==> src/rtl/useq_ctrl_if.sv <==
// -----------------------------------------------------------------------------
// useq_ctrl_if
// Bundles the sequencer's control-store, datapath-status and status/debug
// signals.
//   master : the sequencer. It samples start/step/uword/opcode/flags and drives
//            uaddr, rom_en, exec_en, busy, halted, err and state_dbg.
//   slave  : the surrounding system (control store, IR, status register, panel).
// -----------------------------------------------------------------------------
interface useq_ctrl_if;
  logic        start;
  logic        step_mode;
  logic        step;
  logic [23:0] uword;
  logic [3:0]  opcode;
  logic        flag_c;
  logic        flag_z;
  logic [7:0]  uaddr;
  logic        rom_en;
  logic        exec_en;
  logic        busy;
  logic        halted;
  logic        err;
  logic [2:0]  state_dbg;

  modport master (
    input  start, step_mode, step, uword, opcode, flag_c, flag_z,
    output uaddr, rom_en, exec_en, busy, halted, err, state_dbg
  );

  modport slave (
    output start, step_mode, step, uword, opcode, flag_c, flag_z,
    input  uaddr, rom_en, exec_en, busy, halted, err, state_dbg
  );
endinterface

==> src/rtl/useq_ctrl.sv <==
// -----------------------------------------------------------------------------
// useq_ctrl
// Microprogram sequencer. It fetches one 24-bit microword per instruction,
// issues it with a single exec_en strobe and resolves the next microaddress:
// sequential, dispatch, jump, carry/zero branch, call/return through a small
// return stack, and halt.
//
// Ports
//   clk        : system clock, rising edge
//   rst        : asynchronous reset, active-high
//   bus.start  : begin/restart execution (sampled in IDLE and HALT)
//   bus.step_mode / bus.step : single-step control
//   bus.uword  : control-store data, valid the cycle after rom_en
//   bus.opcode : IR opcode for dispatch
//   bus.flag_c / bus.flag_z : status flags, sampled in EXEC
//   bus.uaddr  : registered control-store address
//   bus.rom_en : fetch strobe
//   bus.exec_en: datapath write strobe
//   bus.busy / bus.halted / bus.err / bus.state_dbg : status and debug
// -----------------------------------------------------------------------------
module useq_ctrl #(
  parameter int         STACK_DEPTH = 4,
  parameter logic [7:0] RESET_ADDR  = 8'h00
) (
  input logic         clk,
  input logic         rst,
  useq_ctrl_if.master bus
);

  localparam int SP_W  = $clog2(STACK_DEPTH + 1);
  localparam int IDX_W = $clog2(STACK_DEPTH);
  localparam logic [SP_W-1:0] SP_FULL = SP_W'(STACK_DEPTH);
  localparam logic [SP_W-1:0] SP_ONE  = SP_W'(1);
  localparam logic [SP_W-1:0] SP_ZERO = '0;

  typedef enum logic [2:0] {
    S_IDLE  = 3'd0,
    S_FETCH = 3'd1,
    S_EXEC  = 3'd2,
    S_PAUSE = 3'd3,
    S_HALT  = 3'd4,
    S_ERR   = 3'd5
  } state_t;

  typedef enum logic [2:0] {
    NAC_NEXT     = 3'd0,
    NAC_DISPATCH = 3'd1,
    NAC_JUMP     = 3'd2,
    NAC_BRC      = 3'd3,
    NAC_BRZ      = 3'd4,
    NAC_CALL     = 3'd5,
    NAC_RET      = 3'd6,
    NAC_HALT     = 3'd7
  } nac_t;

  state_t          state, state_nxt;
  logic [7:0]      uaddr, uaddr_nxt;
  logic [SP_W-1:0] sp, sp_nxt;
  logic            err_q, err_nxt;
  logic            push;
  logic [7:0]      stk [STACK_DEPTH];

  nac_t            nac;
  logic [7:0]      tgt;
  logic [7:0]      seq_addr;
  logic [SP_W-1:0] sp_dec;
  logic [7:0]      stk_top;
  logic            fault;
  logic            halt_req;

  assign nac      = nac_t'(bus.uword[2:0]);
  assign tgt      = bus.uword[20:13];
  assign seq_addr = uaddr + 8'd1;           // wraps FF -> 00 by design
  assign sp_dec   = sp - SP_ONE;
  assign stk_top  = stk[sp_dec[IDX_W-1:0]];

  // Datapath-only microword bits are not interpreted by the sequencer.
  logic unused_uword_bits;
  assign unused_uword_bits = ^{bus.uword[23:21], bus.uword[12:3]};

  // State, address, stack pointer and sticky fault
  always_ff @(posedge clk or posedge rst) begin
    if (rst) begin
      state <= S_IDLE;
      uaddr <= RESET_ADDR;
      sp    <= SP_ZERO;
      err_q <= 1'b0;
    end else begin
      state <= state_nxt;
      uaddr <= uaddr_nxt;
      sp    <= sp_nxt;
      err_q <= err_nxt;
    end
  end

  // Return stack storage; only the pointer needs a reset value.
  always_ff @(posedge clk) begin
    if (push) begin
      stk[sp[IDX_W-1:0]] <= seq_addr;
    end
  end

  // Next-state and next-address resolution
  always_comb begin
    state_nxt = state;
    uaddr_nxt = uaddr;
    sp_nxt    = sp;
    err_nxt   = err_q;
    push      = 1'b0;
    fault     = 1'b0;
    halt_req  = 1'b0;

    unique case (state)
      S_IDLE: begin
        if (bus.start) begin
          state_nxt = S_FETCH;
          uaddr_nxt = RESET_ADDR;
          sp_nxt    = SP_ZERO;
        end
      end

      S_FETCH: state_nxt = S_EXEC;

      S_EXEC: begin
        unique case (nac)
          NAC_NEXT:     uaddr_nxt = seq_addr;
          NAC_DISPATCH: uaddr_nxt = {bus.opcode, 4'b0000};
          NAC_JUMP:     uaddr_nxt = tgt;
          NAC_BRC:      uaddr_nxt = bus.flag_c ? tgt : seq_addr;
          NAC_BRZ:      uaddr_nxt = bus.flag_z ? tgt : seq_addr;
          NAC_CALL: begin
            if (sp == SP_FULL) begin
              fault = 1'b1;
            end else begin
              push      = 1'b1;
              sp_nxt    = sp + SP_ONE;
              uaddr_nxt = tgt;
            end
          end
          NAC_RET: begin
            if (sp == SP_ZERO) begin
              fault = 1'b1;
            end else begin
              sp_nxt    = sp_dec;
              uaddr_nxt = stk_top;
            end
          end
          NAC_HALT:     halt_req = 1'b1;
          default:      uaddr_nxt = seq_addr;
        endcase

        // HALT wins over pause; a stack fault freezes address and stack.
        if (halt_req) begin
          state_nxt = S_HALT;
        end else if (fault) begin
          state_nxt = S_ERR;
          err_nxt   = 1'b1;
          uaddr_nxt = uaddr;
          sp_nxt    = sp;
        end else if (bus.step_mode) begin
          state_nxt = S_PAUSE;
        end else begin
          state_nxt = S_FETCH;
        end
      end

      S_PAUSE: begin
        if (bus.step || !bus.step_mode) begin
          state_nxt = S_FETCH;
        end
      end

      S_HALT: begin
        if (bus.start) begin
          state_nxt = S_FETCH;
          uaddr_nxt = RESET_ADDR;
          sp_nxt    = SP_ZERO;
        end
      end

      S_ERR: state_nxt = S_ERR;

      default: state_nxt = S_IDLE;
    endcase
  end

  // Strobes decode straight from the state register, so an asynchronous
  // reset removes them immediately.
  assign bus.uaddr     = uaddr;
  assign bus.rom_en    = (state == S_FETCH);
  assign bus.exec_en   = (state == S_EXEC);
  assign bus.busy      = (state == S_FETCH) || (state == S_EXEC) || (state == S_PAUSE);
  assign bus.halted    = (state == S_HALT);
  assign bus.err       = err_q;
  assign bus.state_dbg = state;

endmodule

==> src/flat_wrapper.sv <==
// flat-port wrapper written by rule: the top's interface ports become plain ports
module useq_ctrl_flat 
#(
  parameter int         STACK_DEPTH = 4,
  parameter logic [7:0] RESET_ADDR  = 8'h00
)
  (clk, rst, bus_start, bus_step_mode, bus_step, bus_uword, bus_opcode, bus_flag_c, bus_flag_z, bus_uaddr, bus_rom_en, bus_exec_en, bus_busy, bus_halted, bus_err, bus_state_dbg);
  useq_ctrl_if bus_i ();
  input logic clk;
  input logic rst;
  input wire logic [$bits(bus_i.start)-1:0] bus_start;
  input wire logic [$bits(bus_i.step_mode)-1:0] bus_step_mode;
  input wire logic [$bits(bus_i.step)-1:0] bus_step;
  input wire logic [$bits(bus_i.uword)-1:0] bus_uword;
  input wire logic [$bits(bus_i.opcode)-1:0] bus_opcode;
  input wire logic [$bits(bus_i.flag_c)-1:0] bus_flag_c;
  input wire logic [$bits(bus_i.flag_z)-1:0] bus_flag_z;
  output wire logic [$bits(bus_i.uaddr)-1:0] bus_uaddr;
  output wire logic [$bits(bus_i.rom_en)-1:0] bus_rom_en;
  output wire logic [$bits(bus_i.exec_en)-1:0] bus_exec_en;
  output wire logic [$bits(bus_i.busy)-1:0] bus_busy;
  output wire logic [$bits(bus_i.halted)-1:0] bus_halted;
  output wire logic [$bits(bus_i.err)-1:0] bus_err;
  output wire logic [$bits(bus_i.state_dbg)-1:0] bus_state_dbg;
  assign bus_i.start = bus_start;
  assign bus_i.step_mode = bus_step_mode;
  assign bus_i.step = bus_step;
  assign bus_i.uword = bus_uword;
  assign bus_i.opcode = bus_opcode;
  assign bus_i.flag_c = bus_flag_c;
  assign bus_i.flag_z = bus_flag_z;
  assign bus_uaddr = bus_i.uaddr;
  assign bus_rom_en = bus_i.rom_en;
  assign bus_exec_en = bus_i.exec_en;
  assign bus_busy = bus_i.busy;
  assign bus_halted = bus_i.halted;
  assign bus_err = bus_i.err;
  assign bus_state_dbg = bus_i.state_dbg;
  useq_ctrl #(.STACK_DEPTH(STACK_DEPTH), .RESET_ADDR(RESET_ADDR)) u_core (.clk(clk), .rst(rst), .bus(bus_i));
endmodule
==> config.mk <==
export PLATFORM = sky130hd
export DESIGN_NAME = useq_ctrl_flat
export DESIGN_NICKNAME = d
export VERILOG_FILES = /design/src/rtl/useq_ctrl_if.sv /design/src/rtl/useq_ctrl.sv /design/src/flat_wrapper.sv
export SDC_FILE = /design/constraint.sdc
export NUM_CORES = 1
export LEC_CHECK = 0
export CAP_MARGIN = 15
export CORE_ASPECT_RATIO = 0.7
export CORE_MARGIN = 1.5
export CORE_UTILIZATION = 50
export DETAILED_ROUTE_END_ITERATION = 10
export PLACE_DENSITY = 0.89
export RECOVER_POWER = 50
export SETUP_SLACK_MARGIN = 0.02
export SLEW_MARGIN = 10
export SYNTH_ARGS = -nofsm -noshare
export SYNTH_HDL_FRONTEND = slang
export SYNTH_SLANG_ARGS = --single-unit
==> constraint.sdc <==
create_clock -name clk -period 3 [get_ports clk]
set_clock_uncertainty 0.1 [all_clocks]
set_input_delay 0.6 -clock clk [delete_from_list [all_inputs] [get_ports clk]]
set_output_delay 0.6 -clock clk [all_outputs]
set_load 0.005 [all_outputs]
-- After elaboration in Yosys (flattened, before gate mapping)
Memories as Yosys holds them, arrays and structs flattened.
Index checks and enable logic that the tools add are counted.
- memories kept: 1
- flip-flop bits (word level): 15
- bits in writable memories: 32
- input bits: 35
- logic and storage cells: 70
- equality and inequality tests: 16
- bitwise gates (word level): 1
- reduce and logical (&&, ||, !) cells: 12
- add/sub/neg operators: 3
- mux-type cells: 33
- memories (memory ; depth ; width ; read ports ; clocked after Yosys merged registers in ; wr ports ; RTL line ; source):
    u_core.stk ; 4 ; 8 ; 1 ; 0 ; 1 ; useq_ctrl.sv:61 ; logic [7:0] stk [STACK_DEPTH];
- operators by type and width (operator ; count):
    8-bit 2-to-1 mux ; 7
    8-bit one-hot mux with 7 select lines ; 1
    3-bit 2-to-1 mux ; 9
    3-bit == test (second input constant) ; 7
    8-bit one-hot mux with 2 select lines ; 1
    3-bit one-hot mux with 5 select lines ; 1
    3-bit by 2-bit == test with 1-bit output (second input constant) ; 4
    3-bit one-hot mux with 2 select lines ; 2
    1-bit 2-to-1 mux ; 10
    3-bit zero test ; 3
    8-bit by 1-bit adder with 8-bit output (second input constant) ; 1
    3-bit by 1-bit == test with 1-bit output (second input constant) ; 2
    3-bit AND reduction ; 2
    2-bit by 1-bit inequality test with 1-bit output (second input constant) ; 2
    3-bit by 1-bit adder with 3-bit output (second input constant) ; 1
    1-bit logical OR ; 3
    3-bit inequality test (second input constant) ; 1
    3-bit by 1-bit subtractor with 3-bit output (second input constant) ; 1
    2-bit 2-to-1 mux ; 1
    1-bit one-hot mux with 2 select lines ; 1
    2-bit AND reduction ; 1
    2-bit nonzero test ; 1
    2-bit OR reduction ; 1
    1-bit zero test ; 1
    1-bit inverter ; 1

-- Longest topological paths before layout
- depth after elaboration: 7
- gate-level depth with buffers: 10

-- Worst setup path before layout
Ideal clock, no wire load.
- path type: register to register
- start: register u_core.sp[0]
- end: register u_core.uaddr[6] (netlist: u_core.bus.uaddr[6])
- library setup time: 0.126 ns
- cell stages (with the launch flop): 9
- data required time: 2.774 ns
- buffers on the path: 2
- path slack: 0.577 ns
- arrival: 2.196 ns
- clock period less this slack: 2.423 ns
- path through: dfrtp_1 > buf_2 > inv_1 > ha_1 > clkbuf_1 > mux4_2 > a222oi_1 > a21boi_0 > o21ai_0
- cells in the longest elaborated chain, start to end: 7
- elaborated cells on any way between the ends: 16
- classes of those cells: add/sub: 1; eq/ne: 2; mux: 10; reduce/logical: 2; memory: 1
- ends and longest elaborated chain (what ; RTL line ; source):
    from (decl) ; useq_ctrl.sv:58 ; logic [SP_W-1:0] sp, sp_nxt;
    from (signal assigned) ; useq_ctrl.sv:91 ; sp <= sp_nxt;
    3-bit by 1-bit subtractor with 3-bit output ; useq_ctrl.sv:74 ; assign sp_dec = sp - SP_ONE;
    memory 4 x 8 bit ; -- ;
    8-bit 2-to-1 mux ; useq_ctrl.sv:141 ; if (sp == SP_ZERO) begin
    8-bit one-hot mux with 7 select lines ; useq_ctrl.sv:125 ; unique case (nac)
    8-bit 2-to-1 mux ; useq_ctrl.sv:155 ; end else if (fault) begin
    8-bit 2-to-1 mux ; useq_ctrl.sv:153 ; if (halt_req) begin
    8-bit one-hot mux with 2 select lines ; useq_ctrl.sv:113 ; unique case (state)
    to (signal assigned) ; useq_ctrl.sv:90 ; uaddr <= uaddr_nxt;
    to (decl) ; useq_ctrl.sv:57 ; logic [7:0] uaddr, uaddr_nxt;
Several ways; a longest one is shown, not always the timed one. The select of a mux whose other input is x is not followed.
A chain may end at the register's enable or synchronous reset.

-- Final worst setup path
- start: register u_core.state[1] (netlist: u_core.bus.state_dbg[1])
- end: output bus_exec_en
- cells in the longest elaborated chain, start to end: 1
- ends and longest elaborated chain (what ; RTL line ; source):
    from (decl) ; useq_ctrl.sv:56 ; state_t state, state_nxt;
    from (signal assigned) ; useq_ctrl.sv:89 ; state <= state_nxt;
    3-bit by 2-bit == test with 1-bit output ; useq_ctrl.sv:191 ; assign bus.exec_en = (state == S_EXEC);
    to (decl) ; flat_wrapper.sv:20 ; output wire logic [$bits(bus_i.exec_en)-1:0] bus_exec_en;
No other way between the ends.

==> summary.txt <==
Synthesis
  • Cells after synthesis: 220
  • Seq/Total Area, Yosys: 51.8%
  • Post-synthesis mux area share: 7.37%
  • Async SR Flop Fraction: 31.9%
  • Post-Syn Area: between 2000 and 3000 um2
  • Net count after synthesis: about 260
  • Synth Area in Compound Gates: 17.0%
  • Ys flop type: edfxtp_1
  • Synth area leaders: edfxtp_1 37%, dfrtp_1 15%, mux4_2 7.0%
  • Synth warn: 0
  • Synth cell types: 52
  • Number of synthesized flops with an enable pin: 32
  • Adder-cell share of the synthesized area: 2.91%
  • Most numerous cell in the Yosys netlist: edfxtp_1
  • Post-Synth Simple-Gate Area: 13.1%
  • XOR/XNOR Fraction of Synth Area: 3.39%
  • Avg Inst Size Synth: 11.7 um2
  • Seq cells post-synth: 47
  • Synth top area share: 37.2%
  • Largest family of logic cells by synthesized area: compound AO/OA/AOI/OAI gates
  • Area leader, netlist: edfxtp_1
  • Commonest cells in the netlist: 32 x edfxtp_1, 15 x dfrtp_1, 13 x inv_1, 13 x nor2_1, 12 x nand3_1

Clock network
  • Root Buffer: clkbuf_8
  • Clock slew seen by the registers of the worst setup and hold paths: about 0.090 ns
  • Post-CTS Setup Repair Bufs: 0
  • Clock Path Buffers: 2
  • CTS tree: done
  • CTS buffer count: 5
  • Cts hold-fix bufs: 0
  • Resized Gates After CTS: 0
  • H-tree depth: 2
  • Worst-skew pair later-pin latency: 0.30 ns
  • Clock sinks: 47

Floorplanning
  • Die height: 63.1 um
  • FP Rows: 21
  • # IOs: 51
  • Initial Utilization: 53.1%
  • Die X: around 90 um
  • Die Area: about 5600 um2
  • Core footprint: ~4900 um2

Place
  • GPL Wtd Cong: 0.890
  • HPWL after DPL: 4480 um
  • DP Area: 3080 um2
  • IO buf count: 37

Critical path
  • Critical Path AT: ~1.8 ns
  • Worst setup path class: flip-flop to primary output
  • Crit-path cells: nor3b_4 > clkdlybuf4s50_1
  • CP max-delay cell: clkdlybuf4s50_1
  • Worst setup EP type: primary output
  • Reg-to-reg slack, setup: 0.73 ns
  • CP Max Fanout: 9
  • Startpoint types: flip-flop
  • Slowest cell delay on critical path: just under 0.6 ns
  • CP Data Required Time: about 2.3 ns

Layout
  • Final Net Count: 307
  • Area grow syn2layout: 22.9%
  • Design area: about 3200 um2
  • N_diodes: 0
  • Share of cells above drive strength 1: 14.2%
  • Final Util: 65.3%
  • Fillers: 380

Pwr
  • Peak supply drop: 360 uV
  • Pwr/cell area: 735 nW/um2
  • LEAKAGE: 1.17 nW
  • Power Total: 2.33 mW

STA
  • Min cycle time layout: 2.52 ns
  • Worst Tran Pin Value: 0.626 ns
  • Post-Route Setup TNS: 0 ns
  • Hold Fails Final Rpt: 0
  • Slew Viols, Final: 0
  • Slew headroom: 58.0%
  • Final hold slack: 0.375 ns
  • Fin crit share: 83.9%
  • RSZ-0062 raised after global routing: no
  • Setup-failing EPs final: 0
  • Peak Freq: 397 MHz

Global routing
  • Vias in the first global route: 1,891
  • Largest net degree at the start of global routing: 19
  • Total GRT Usage: 22.6%
  • Remaining Overflow, GRT: 0
  • Antenna violations before repair: 0
  • First-pass GRT wire length: 9490 um

Flow run
  • Max-cap violations: 0

Detailed routing
  • Initial DRC count: 146
  • Total number of vias: between 2,000 and 2,500
  • Post-DRT Antenna Nets: 0
  • Residual DRC: 0
  • WL per Instance: 17.8 um
  • Routed wire length: 5980 um
  • Vias per cell: 5.96
  • Drt pass-1 iters: 4

Worst hold path
  • Hold Crit Class: flip-flop to flip-flop

Status
  • Status: finished, final reports clean
==> cells in the final DEF, fill, tap and decap left out, drive strengths merged, types with 4 or more instances in the layout <==
master and instances:
o21ai 11, nor2 13, clkbuf 5, and2 5, nand2b 5, dlygate4sd3 9
mux4 8, clkdlybuf4s50 28, nor2b 4, inv 15, xor2 4, nand3 12
ha 6, dfrtp 15, nand2 10, a21oi 11, buf 14, edfxtp 32
nor3 6, xnor2 6
==> through the flow <==
step,setup slack [ns],instances
detailed placement,0.294,328
global route,0.304,336
floorplan,0.577,220
finish,0.483,336
global placement,0.321,328
CTS,0.499,336
==> sequential cells by signal (all words and copies together) (netlist names) <==
signal / count
u_core.sp: 3
u_core.bus.state_dbg: 3
u_core.bus.uaddr: 8
u_core.stk: 32
u_core.bus.err: 1
==> cells by family (layout without fill, tap and decap cells) <==
kind of cell	count (synthesis)	count (layout)
AOI/OAI and AO/OA	60	60
xor gates and xnor gates	10	10
adders and majority gates	6	6
buffers and inverters	25	72
DFF	47	47
muxes	9	9
and+or+nand+nor	63	63
==> final cells by class <==
type | instances | area [um2] | area share, %
clock buffers | 5 | 68.8 | 2.17
clock inverters | 3 | 27.5 | 0.868
inverters | 13 | 48.8 | 1.54
multi-input cells | 148 | 1130 | 35.6
flip-flops and latches | 47 | 1340 | 42.1
well taps | 69 | 86.3 | 2.72
repair buffers | 51 | 475 | 15.0
==> per-layer routing <==
metal / wire [um] / share of wire (%) / global-route usage, %
met5: 0 / 0 / 0
met4: 66 / 1.1 / 4.88
met3: 506 / 8.5 / 4.72
met2: 2610 / 44 / 32.0
met1: 2790 / 47 / 35.8
==> final timing paths <==
path,startpoint,end,cells past startpoint
worst max-delay path,u_core.bus.state_dbg[1]$_DFFE_PP0P_,bus_exec_en,2
worst min-delay path,u_core.bus.err$_DFFE_PP0P_,u_core.bus.err$_DFFE_PP0P_,1
worst max register to register,u_core.sp[1]$_DFFE_PP0P_,u_core.bus.uaddr[6]$_DFFE_PP0P_,6
worst min register to register,u_core.bus.err$_DFFE_PP0P_,u_core.bus.err$_DFFE_PP0P_,1
max in group asynchronous,rst,u_core.bus.uaddr[7]$_DFFE_PP0P_,2
min in group asynchronous,rst,u_core.bus.uaddr[0]$_DFFE_PP0P_,2
==> power by group <==
part           leakage (nW)  switching (mW)  total, mW  internal, mW
Combinational         0.638           0.476      0.948         0.472
Sequential            0.488           0.136      0.981         0.846
Clock                0.0467           0.230      0.402         0.173
Total                  1.17           0.841       2.33          1.49
==> critical path: cells and delay by family (launching register included) <==
kind | cells | cell delay, ns
AND/OR/NAND/NOR | 1 | 0.41
flip-flops | 1 | 0.52
buffers and inverters | 1 | 0.59
Power figures use the tool's default switching activity.
